===== config.mk =====
export PLATFORM = sky130hd
export DESIGN_NAME = rpn_evaluator_flat
export DESIGN_NICKNAME = d
export VERILOG_FILES = /design/src/rtl/rpn_evaluator_if.sv /design/src/rtl/rpn_evaluator.sv /design/src/flat_wrapper.sv
export SDC_FILE = /design/constraint.sdc
export NUM_CORES = 2
export LEC_CHECK = 0
export ABC_AREA = 1
export CORE_MARGIN = 3
export CORE_UTILIZATION = 45
export DETAILED_ROUTE_END_ITERATION = 12
export HOLD_SLACK_MARGIN = 0.02
export PLACE_DENSITY = 0.57
export SYNTH_ARGS = -nofsm -noshare
export SYNTH_HDL_FRONTEND = slang
export SYNTH_SLANG_ARGS = --single-unit

===== constraint.sdc =====
create_clock -name CLK -period 12.1 [get_ports CLK]
set_clock_uncertainty 0.1 [all_clocks]
set_input_delay 1.21 -clock CLK [delete_from_list [all_inputs] [get_ports CLK]]
set_output_delay 1.21 -clock CLK [all_outputs]
set_load 0.05 [all_outputs]

===== src/rtl/rpn_evaluator_if.sv =====
// Token and result handshake bundle for the RPN evaluator.
// Upstream tokens use a four-phase stb/ack pair; results use stb/ack toward downstream.
interface rpn_evaluator_if #(
  parameter int WIDTH = 32
);
  logic             input_stb;
  logic [WIDTH-1:0] input_data;
  logic             is_input_operator;
  logic             input_ack;
  logic             result_stb;
  logic [WIDTH-1:0] result_data;
  logic             result_error;
  logic             result_ack;

  // Token source / result sink side (testbench or upstream logic).
  modport master (
    output input_stb, input_data, is_input_operator, result_ack,
    input  input_ack, result_stb, result_data, result_error
  );

  // Evaluator side.
  modport slave (
    input  input_stb, input_data, is_input_operator, result_ack,
    output input_ack, result_stb, result_data, result_error
  );
endinterface


===== src/rtl/rpn_evaluator.sv =====
// Reverse-Polish expression evaluator with an internal operand stack.
// One token is handled per four-phase handshake; '=' emits the single remaining
// stack value, or flags an error if the expression was malformed.
module rpn_evaluator #(
  parameter int WIDTH = 32,
  parameter int DEPTH = 16
) (
  input logic          CLK,
  input logic          RST,
  rpn_evaluator_if.slave bus
);

  localparam int SP_W  = $clog2(DEPTH + 1);
  localparam int IDX_W = (DEPTH > 1) ? $clog2(DEPTH) : 1;

  localparam logic [2:0] OP_MUL = 3'b001;
  localparam logic [2:0] OP_ADD = 3'b010;
  localparam logic [2:0] OP_SUB = 3'b011;
  localparam logic [2:0] OP_EQ  = 3'b100;

  typedef enum logic [1:0] {IDLE, EXEC, RESULT, ACK} state_t;

  state_t                  state_q, state_d;
  logic [SP_W-1:0]         sp_q, sp_d;
  logic                    err_q, err_d;
  logic signed [WIDTH-1:0] tok_data_q, tok_data_d;
  logic                    tok_op_q, tok_op_d;
  logic                    input_ack_q, input_ack_d;
  logic                    result_stb_q, result_stb_d;
  logic signed [WIDTH-1:0] result_data_q, result_data_d;
  logic                    result_error_q, result_error_d;

  logic signed [WIDTH-1:0] stack_q [DEPTH];

  logic                    wr_en;
  logic [IDX_W-1:0]        wr_idx;
  logic signed [WIDTH-1:0] wr_data;

  logic [IDX_W-1:0]        top_idx, next_idx;
  logic signed [WIDTH-1:0] top_b, next_a;

  // Two's-complement wrap-around arithmetic; the product keeps only its low WIDTH bits.
  function automatic logic signed [WIDTH-1:0] alu(input logic [2:0] op,
                                                  input logic signed [WIDTH-1:0] a,
                                                  input logic signed [WIDTH-1:0] b);
    logic signed [WIDTH-1:0] r;
    case (op)
      OP_MUL:  r = a * b;
      OP_ADD:  r = a + b;
      default: r = a - b;
    endcase
    return r;
  endfunction

  assign top_idx  = IDX_W'(sp_q - SP_W'(1));
  assign next_idx = IDX_W'(sp_q - SP_W'(2));
  assign top_b    = stack_q[top_idx];
  assign next_a   = stack_q[next_idx];

  assign bus.input_ack    = input_ack_q;
  assign bus.result_stb   = result_stb_q;
  assign bus.result_data  = result_data_q;
  assign bus.result_error = result_error_q;

  // Control state and handshake registers; reset aborts any token or pending result.
  always_ff @(posedge CLK) begin
    if (RST) begin
      state_q        <= IDLE;
      sp_q           <= '0;
      err_q          <= 1'b0;
      input_ack_q    <= 1'b0;
      result_stb_q   <= 1'b0;
      result_data_q  <= '0;
      result_error_q <= 1'b0;
    end else begin
      state_q        <= state_d;
      sp_q           <= sp_d;
      err_q          <= err_d;
      input_ack_q    <= input_ack_d;
      result_stb_q   <= result_stb_d;
      result_data_q  <= result_data_d;
      result_error_q <= result_error_d;
    end
  end

  // Captured token and operand stack are pure data, qualified by state and sp.
  always_ff @(posedge CLK) begin
    tok_data_q <= tok_data_d;
    tok_op_q   <= tok_op_d;
    if (wr_en) stack_q[wr_idx] <= wr_data;
  end

  // Next-state logic: capture, execute one token, present result, then finish the token handshake.
  always_comb begin
    state_d        = state_q;
    sp_d           = sp_q;
    err_d          = err_q;
    tok_data_d     = tok_data_q;
    tok_op_d       = tok_op_q;
    input_ack_d    = input_ack_q;
    result_stb_d   = result_stb_q;
    result_data_d  = result_data_q;
    result_error_d = result_error_q;
    wr_en          = 1'b0;
    wr_idx         = IDX_W'(sp_q);
    wr_data        = tok_data_q;

    case (state_q)
      IDLE: begin
        if (bus.input_stb) begin
          tok_data_d = bus.input_data;
          tok_op_d   = bus.is_input_operator;
          state_d    = EXEC;
        end
      end

      EXEC: begin
        state_d = ACK;
        if (!tok_op_q) begin
          // Once the expression is known bad, numbers are swallowed without touching the stack.
          if (!err_q) begin
            if (sp_q < SP_W'(DEPTH)) begin
              wr_en  = 1'b1;
              wr_idx = IDX_W'(sp_q);
              sp_d   = sp_q + SP_W'(1);
            end else begin
              err_d = 1'b1;
            end
          end
        end else begin
          case (tok_data_q[2:0])
            OP_MUL, OP_ADD, OP_SUB: begin
              if (!err_q) begin
                if (sp_q >= SP_W'(2)) begin
                  wr_en   = 1'b1;
                  wr_idx  = next_idx;
                  wr_data = alu(tok_data_q[2:0], next_a, top_b);
                  sp_d    = sp_q - SP_W'(1);
                end else begin
                  err_d = 1'b1;
                end
              end
            end
            OP_EQ: begin
              state_d = RESULT;
              if (sp_q == SP_W'(1) && !err_q) begin
                result_data_d  = top_b;
                result_error_d = 1'b0;
              end else begin
                result_data_d  = '0;
                result_error_d = 1'b1;
              end
            end
            default: err_d = 1'b1;
          endcase
        end
      end

      RESULT: begin
        // Raise stb one edge after entry; only an ack seen while stb is up retires the result.
        if (!result_stb_q) begin
          result_stb_d = 1'b1;
        end else if (bus.result_ack) begin
          result_stb_d = 1'b0;
          sp_d         = '0;
          err_d        = 1'b0;
          state_d      = ACK;
        end
      end

      ACK: begin
        if (bus.input_stb) begin
          input_ack_d = 1'b1;
        end else begin
          input_ack_d = 1'b0;
          state_d     = IDLE;
        end
      end

      default: state_d = IDLE;
    endcase
  end

endmodule


===== src/flat_wrapper.sv =====
// flat-port wrapper written by rule: the top's interface ports become plain ports
module rpn_evaluator_flat 
#(
  parameter int WIDTH = 32,
  parameter int DEPTH = 16
)
  (CLK, RST, bus_input_stb, bus_input_data, bus_is_input_operator, bus_result_ack, bus_input_ack, bus_result_stb, bus_result_data, bus_result_error);
  rpn_evaluator_if #(.WIDTH(WIDTH)) bus_i ();
  input logic CLK;
  input logic RST;
  input wire logic [$bits(bus_i.input_stb)-1:0] bus_input_stb;
  input wire logic [$bits(bus_i.input_data)-1:0] bus_input_data;
  input wire logic [$bits(bus_i.is_input_operator)-1:0] bus_is_input_operator;
  input wire logic [$bits(bus_i.result_ack)-1:0] bus_result_ack;
  output wire logic [$bits(bus_i.input_ack)-1:0] bus_input_ack;
  output wire logic [$bits(bus_i.result_stb)-1:0] bus_result_stb;
  output wire logic [$bits(bus_i.result_data)-1:0] bus_result_data;
  output wire logic [$bits(bus_i.result_error)-1:0] bus_result_error;
  assign bus_i.input_stb = bus_input_stb;
  assign bus_i.input_data = bus_input_data;
  assign bus_i.is_input_operator = bus_is_input_operator;
  assign bus_i.result_ack = bus_result_ack;
  assign bus_input_ack = bus_i.input_ack;
  assign bus_result_stb = bus_i.result_stb;
  assign bus_result_data = bus_i.result_data;
  assign bus_result_error = bus_i.result_error;
  rpn_evaluator #(.WIDTH(WIDTH), .DEPTH(DEPTH)) u_core (.CLK(CLK), .RST(RST), .bus(bus_i));
endmodule

; Yosys cells after proc, flatten, opt, wreduce, memory -nomap -nowiden
; Memories as Yosys holds them, arrays and structs flattened.
; Cells that the tools add are included.
[totals]
regBits = 76
ramBits = 512
input_bits = 37
output_inout_bits = 35
word_cells = 95
memories = 1
[op_classes]
n_addsub = 5
mul = 1
order_cmp = 2
n_eq_ne = 17
n_mux = 50
reduce_logical = 10
[memory_table]
columns = name, depth, word_bits, read_ports, rd_ports_with_merged_regs, wr, line_no
row1 = u_core.stack_q, 16, 32, 2, 0, 1, rpn_evaluator.sv:33  ; logic signed [WIDTH-1:0] stack_q [DEPTH];
[op_table]
columns = operator, count
row1 = 2-to-1 mux 32 bit, 6
row2 = case mux 32 bit (2 select lines), 1
row3 = 2-to-1 mux 5 bit, 8
row4 = adder 32 bit, 1
row5 = multiplier 32 x 32 -> 32 bit, 1
row6 = subtractor 32 bit, 1
row7 = 2-to-1 mux 1 bit, 21
row8 = 2-to-1 mux 4 bit, 5
row9 = 2-to-1 mux 2 bit, 5
row10 = case mux 5 bit (2 select lines), 1
row11 = inequality test 3 bit (second input constant), 3
row12 = inequality test 2 bit (second input constant), 4
row13 = case mux 2 bit (4 select lines), 1
row14 = AND reduction 4 bit, 2
row15 = AND reduction 7 bit, 1
row16 = == test 3 x 2 -> 1 bit (second input constant), 2
row17 = adder 5 x 1 -> 5 bit (second input constant), 1
row18 = == test 5 x 1 -> 1 bit (second input constant), 1
row19 = >= comparator 5 x 2 -> 1 bit (second input constant), 1
row20 = less-than comparator 5 bit (second input constant), 1
row21 = subtractor 5 x 1 -> 5 bit (second input constant), 1
row22 = == test 2 bit (second input constant), 2
row23 = case mux 1 bit (2 select lines), 2
row24 = subtractor 4 x 2 -> 4 bit (second input constant), 1
row25 = 12 further kinds, 12

; Depth between registers and ports, before layout
; An unclocked memory read counts as a cell.
[logic_depth]
ltp_word = 9
depth_mapped = 51
mapped_depth_nobuf = 43

; Least setup slack after synthesis
; Ideal clock, no wire load.
[synth_path]
path_type = register -> register
start = register u_core.sp_q[1]
end = memory u_core.stack_q[0][27], data pin
setup_time_ps = 291
arrival_ps = 8925
setup_slack_ps = 2784
path_stages_with_launch = 39
path_buffers = 8
path_cell_list = dfxtp_1 > clkinv_1 > buf_2 > buf_2 > buf_1 > ha_1 > clkbuf_2 > inv_1 > buf_2 > buf_2 > buf_2 > o21ai_1 > o21ai_0 > o221ai_1 > nand2_2 > clkinv_1 > clkbuf_1 > nor2_1 > [3 not listed] > fa_1 > fa_1 > fa_1 > inv_1 > fa_1 > fa_1 > fa_1 > ha_1 > nand2_1 > nor4_1 > nand3_1 > nand3_1 > nand3_1 > nand2_1 > o21ai_0 > a21oi_1 > a211oi_1 > a21oi_1
[synth_via]
elab_chain_cells = 9
[synth_rtl]
columns = element, line_no
row1 = start: declaration, rpn_evaluator.sv:24  ; logic [SP_W-1:0] sp_q, sp_d;
row2 = start signal: assignment, rpn_evaluator.sv:77  ; sp_q <= sp_d;
row3 = subtractor 5 x 1 -> 5 bit / subtractor 4 x 2 -> 4 bit (equally long branches), -
row4 = memory read (16 x 32 bit), -
row5 = multiplier 32 x 32 -> 32 bit (tied with other cells), rpn_evaluator.sv:48  ; OP_MUL: r = a * b;
row6 = case mux 32 bit (2 select lines), rpn_evaluator.sv:47  ; case (op)
row7 = 2-to-1 mux 32 bit (*), rpn_evaluator.sv:134  ; if (sp_q >= SP_W'(2)) begin
row8 = 2-to-1 mux 32 bit (*), rpn_evaluator.sv:133  ; if (!err_q) begin
row9 = 2-to-1 mux 32 bit (*), rpn_evaluator.sv:131  ; case (tok_data_q[2:0])
row10 = 2-to-1 mux 32 bit (*), rpn_evaluator.sv:119  ; if (!tok_op_q) begin
row11 = 2-to-1 mux 32 bit (*), rpn_evaluator.sv:108  ; case (state_q)
row12 = named net u_core.wr_data[27], rpn_evaluator.sv:37  ; logic signed [WIDTH-1:0] wr_data;
row13 = end: declaration, rpn_evaluator.sv:33
; The timed path passes the listed nets; every way through them passes the cells marked *.

; Worst setup path after layout
[layout_path]
start = register u_core.sp_q[2]
end = memory u_core.stack_q[0][27], data pin
; The elaborated chain is that of the path after synthesis.

==> summary.txt <==
Status
  • Run status: finished clean

Clocking
  • Setup fix buffers added after clock tree synthesis: 0
  • CTS clk-pin slew, worst paths: 0.06 ns
  • Clock root buffer: sky130_fd_sc_hd__clkbuf_16
  • Clock Path Buffers: 3
  • CTS tree: done
  • CTS hold repair buffers: 0
  • CTS H-Tree Depth: 3
  • Num Clock Sinks: around 600
  • Resized cells post-CTS: 0
  • Total CTS buffers: 70
  • Clock insertion delay at the later pin of the skew report: 0.68 ns

Finish
  • Layout filler cell count: between 9,000 and 10,000
  • Sequential cell area: 17,200 µm²
  • Layout cell share with drive strength beyond 1: 0.0548
  • Net total in the final layout: about 6,100
  • Area growth from synthesis to final layout: 9.70%
  • Final instance area: 51,600 µm²
  • Area occupied by multi-input gates: approximately 26,000 µm²

Yosys
  • Post-Syn Nets: 6,154
  • Leading post-synthesis cells by cell area: sky130_fd_sc_hd__edfxtp_1 (35%), sky130_fd_sc_hd__fa_1 (17%), sky130_fd_sc_hd__nand2_1 (10%), sky130_fd_sc_hd__nand3_1 (7.9%), sky130_fd_sc_hd__inv_1 (5.6%)
  • Prevailing post-synth register cell: sky130_fd_sc_hd__edfxtp_1
  • Synth top cells by count: sky130_fd_sc_hd__nand2_1 (1,299), sky130_fd_sc_hd__nand3_1 (741), sky130_fd_sc_hd__inv_1 (704)
  • Synthesized netlist cell count: 5,514
  • Number of warnings printed during yosys synthesis: 0
  • Count of state elements after synthesis: 588
  • Average size of a mapped cell: 8.54 µm²
  • Most used standard cell by instance count after synthesis: sky130_fd_sc_hd__nand2_1
  • Cell type contributing the most total cell area after synthesis: sky130_fd_sc_hd__edfxtp_1
  • Cell variety after synth: 55
  • Share of async-settable or async-resettable flops after synthesis: 0
  • Cell area after synthesis: 47,100 µm²
  • Sequential element share of the synthesized area: 0.366
  • Share of Yosys cell area claimed by the top area cell type: 0.348
  • Number of flops mapped to enable cells by yosys: 545

Place
  • Port Buf Inserts: between 70 and 80
  • Standard cell area after detailed placement: 49,300 µm²
  • HPWL reported at the end of detailed placement: 117,000 µm
  • RePlAce Congestion: 0.968
  • Setup Slack @ Placement: roughly 1.2 ns

Detailed routing
  • Wirelength, routed: 166,000 µm
  • Routed Antenna Nets: 0
  • Number of DRC violations after detailed routing: 0
  • Length of the first detailed-routing pass in iterations: 6
  • Via count: 39,362
  • Average vias per placed instance: 5.69
  • First DRT Iteration DRCs: 4,133
  • Wire per inst: roughly 24 µm

Die
  • Number of rows created at floorplan: 118
  • Die area: 109,000 µm²
  • Std-Cell Core Area: 104,000 µm²
  • Top Ports: 72
  • Die extent in x: 329 µm
  • Die height: between 300 and 400 µm
  • Initial cell density of the core: 0.454

Worst setup path
  • Category of the worst setup path capture point: register
  • Number of buffer and inverter stages on the critical path: 5
  • Nature of the critical path startpoint: register
  • CP Data Required Time: between 10 and 15 ns
  • Worst r2r dst: u_core.stack_q[0][27]
  • Worst path max stage delay: around 0.76 ns
  • Category of the critical setup timing path: register to register
  • R2R setup slack: around 0.86 ns
  • Worst path top cell family by delay: adder cells
  • Critical path data arrival time: 11.42 ns
  • Cell type of the slowest stage on the worst timing path: sky130_fd_sc_hd__a211oi_1
  • Cell occurring most often along the worst timing path: sky130_fd_sc_hd__fa_1
  • CP Max Fanout: 25
  • Length in cells of the worst reg-to-reg path: 28
  • Worst R2R Start: u_core.sp_q[2]

Global route
  • Overflow left after global routing: 0
  • Global routing's busiest layer: met2
  • Maximum number of pins on one net before global-route repair: 168
  • GR Util All Layers: 0.307
  • Met2 Use GR: 0.499
  • Grt met1 use: 0.407
  • Global-route wire length before repair: 247,000 µm
  • Number of antenna violations at the first check in global routing: 3
  • Via count of the first global-routing pass: 38,519
  • Met3 usage: 0.0495

Job
  • # Max-Cap Violations: 0

Timing
  • Number of max-slew violations in the final report: 0
  • Worst hold slack across all endpoints: ~0.36 ns
  • Final setup violation count: 0
  • Highest achievable clock rate: 89.0 MHz
  • Final worst-path cycle share: 0.929
  • Tightest slew margin relative to the limit: 0.0792
  • Least-Margin Pin Slew: 1.37 ns
  • Setup total negative slack: 0 ns
  • Final hold vios: 0
  • Unrepaired setup endpoints after global routing: no
  • Least setup slack across all paths after layout: ~0.86 ns
  • Final Critical Period: 11.24 ns

Hold path
  • Worst hold start: u_core.bus.result_data[30]
  • Hold Path Depth: 2
  • Path type of the worst min-delay path: register to register
  • Worst Hold Path EP: u_core.bus.result_data[30]
## area by class of cell
cell class                      count  area share
Inverter                          734      0.0537
Clock buffer                       83      0.0353
Multi-Input combinational cell   3890       0.501
Antenna cell                        1   0.0000485
Tap cell                         1380      0.0334
Clock inverter                     44      0.0100
Timing Repair Buffer              193      0.0332
Sequential cell                   588       0.334
## worst max path at each step
stage | startpoint | endpoint | slack (ns) | depth (start not counted)
3_5_place_dp | u_core.sp_q[0] | u_core.stack_q[11][30] | 1.17 | 32
5_1_grt | u_core.sp_q[0] | u_core.stack_q[8][30] | 0.50 | 32
3_3_place_gp | u_core.sp_q[2] | u_core.stack_q[10][26] | 1.12 | 27
4_1_cts | u_core.sp_q[0] | u_core.stack_q[11][30] | 1.13 | 32
2_1_floorplan | u_core.sp_q[1] | u_core.stack_q[0][27] | 2.78 | 38
6_report | u_core.sp_q[2] | u_core.stack_q[0][27] | 0.86 | 28
## cell families after synthesis
logic type	synth area share
AOI/OAI and AO/OA	0.0732
buffers and inverters	0.0894
DFF	0.366
xor gates and xnor gates	0.0135
adders and majority gates	0.225
muxes	0.000213
and+or+nand+nor	0.232
## tightest hold or removal path, cell delays in order, from the launching register on
cell	delay [ns]
sky130_fd_sc_hd__dfxtp_1	0.31
sky130_fd_sc_hd__nand2_1	0.06
sky130_fd_sc_hd__a21oi_1	0.05
## state kept, by name, summed over array words and instances (netlist names)
register                 flops
u_core.bus.input_ack         1
u_core.bus.result_data      32
u_core.bus.result_error      1
u_core.bus.result_stb        1
u_core.err_q                 1
u_core.sp_q                  5
u_core.stack_q             512
u_core.state_q               2
u_core.tok_data_q           32
u_core.tok_op_q              1
## metal layers
metal,vias to the layer above,routed length [µm]
met1,19379,67700
met4,0,8400
li1,17873,-
met2,1728,76800
met3,382,13300
met5,-,0
## layout by cell type (no fill, tap or decap), types with 7 or more instances in the layout
cell type / n
sky130_fd_sc_hd__buf_4: 115
sky130_fd_sc_hd__clkinv_1: 36
sky130_fd_sc_hd__or2_2: 13
sky130_fd_sc_hd__xnor2_1: 13
sky130_fd_sc_hd__nor2_4: 17
sky130_fd_sc_hd__buf_12: 7
sky130_fd_sc_hd__o221ai_1: 7
sky130_fd_sc_hd__nand4_1: 11
sky130_fd_sc_hd__nand2_2: 14
sky130_fd_sc_hd__o21bai_1: 7
sky130_fd_sc_hd__o21a_1: 14
sky130_fd_sc_hd__clkbuf_1: 12
sky130_fd_sc_hd__a31oi_1: 8
sky130_fd_sc_hd__fa_1: 409
sky130_fd_sc_hd__clkdlybuf4s50_1: 71
sky130_fd_sc_hd__dfxtp_1: 41
sky130_fd_sc_hd__inv_2: 8
sky130_fd_sc_hd__clkbuf_16: 71
sky130_fd_sc_hd__nor2_1: 473
sky130_fd_sc_hd__nand3_1: 741
sky130_fd_sc_hd__nor3_1: 14
sky130_fd_sc_hd__nor4_1: 7
sky130_fd_sc_hd__a21oi_1: 244
sky130_fd_sc_hd__xor2_1: 51
sky130_fd_sc_hd__ha_1: 192
sky130_fd_sc_hd__edfxtp_1: 545
sky130_fd_sc_hd__clkinv_2: 10
sky130_fd_sc_hd__o21ai_0: 198
sky130_fd_sc_hd__inv_1: 701
sky130_fd_sc_hd__nand2_1: 1299
sky130_fd_sc_hd__bufinv_16: 7
sky130_fd_sc_hd__o211ai_1: 96
## per-stage QoR
step / cells / util
finish: 6913 / 0.498
global route: 6912 / 0.498
CTS: 6912 / 0.498
detailed placement: 6785 / 0.476
global placement: 6785 / 0.476
floorplan: 5514 / -
Power is left out: the tool's default activity adds up to more than one toggle a clock period on the data nets, which glitch-free logic cannot reach.
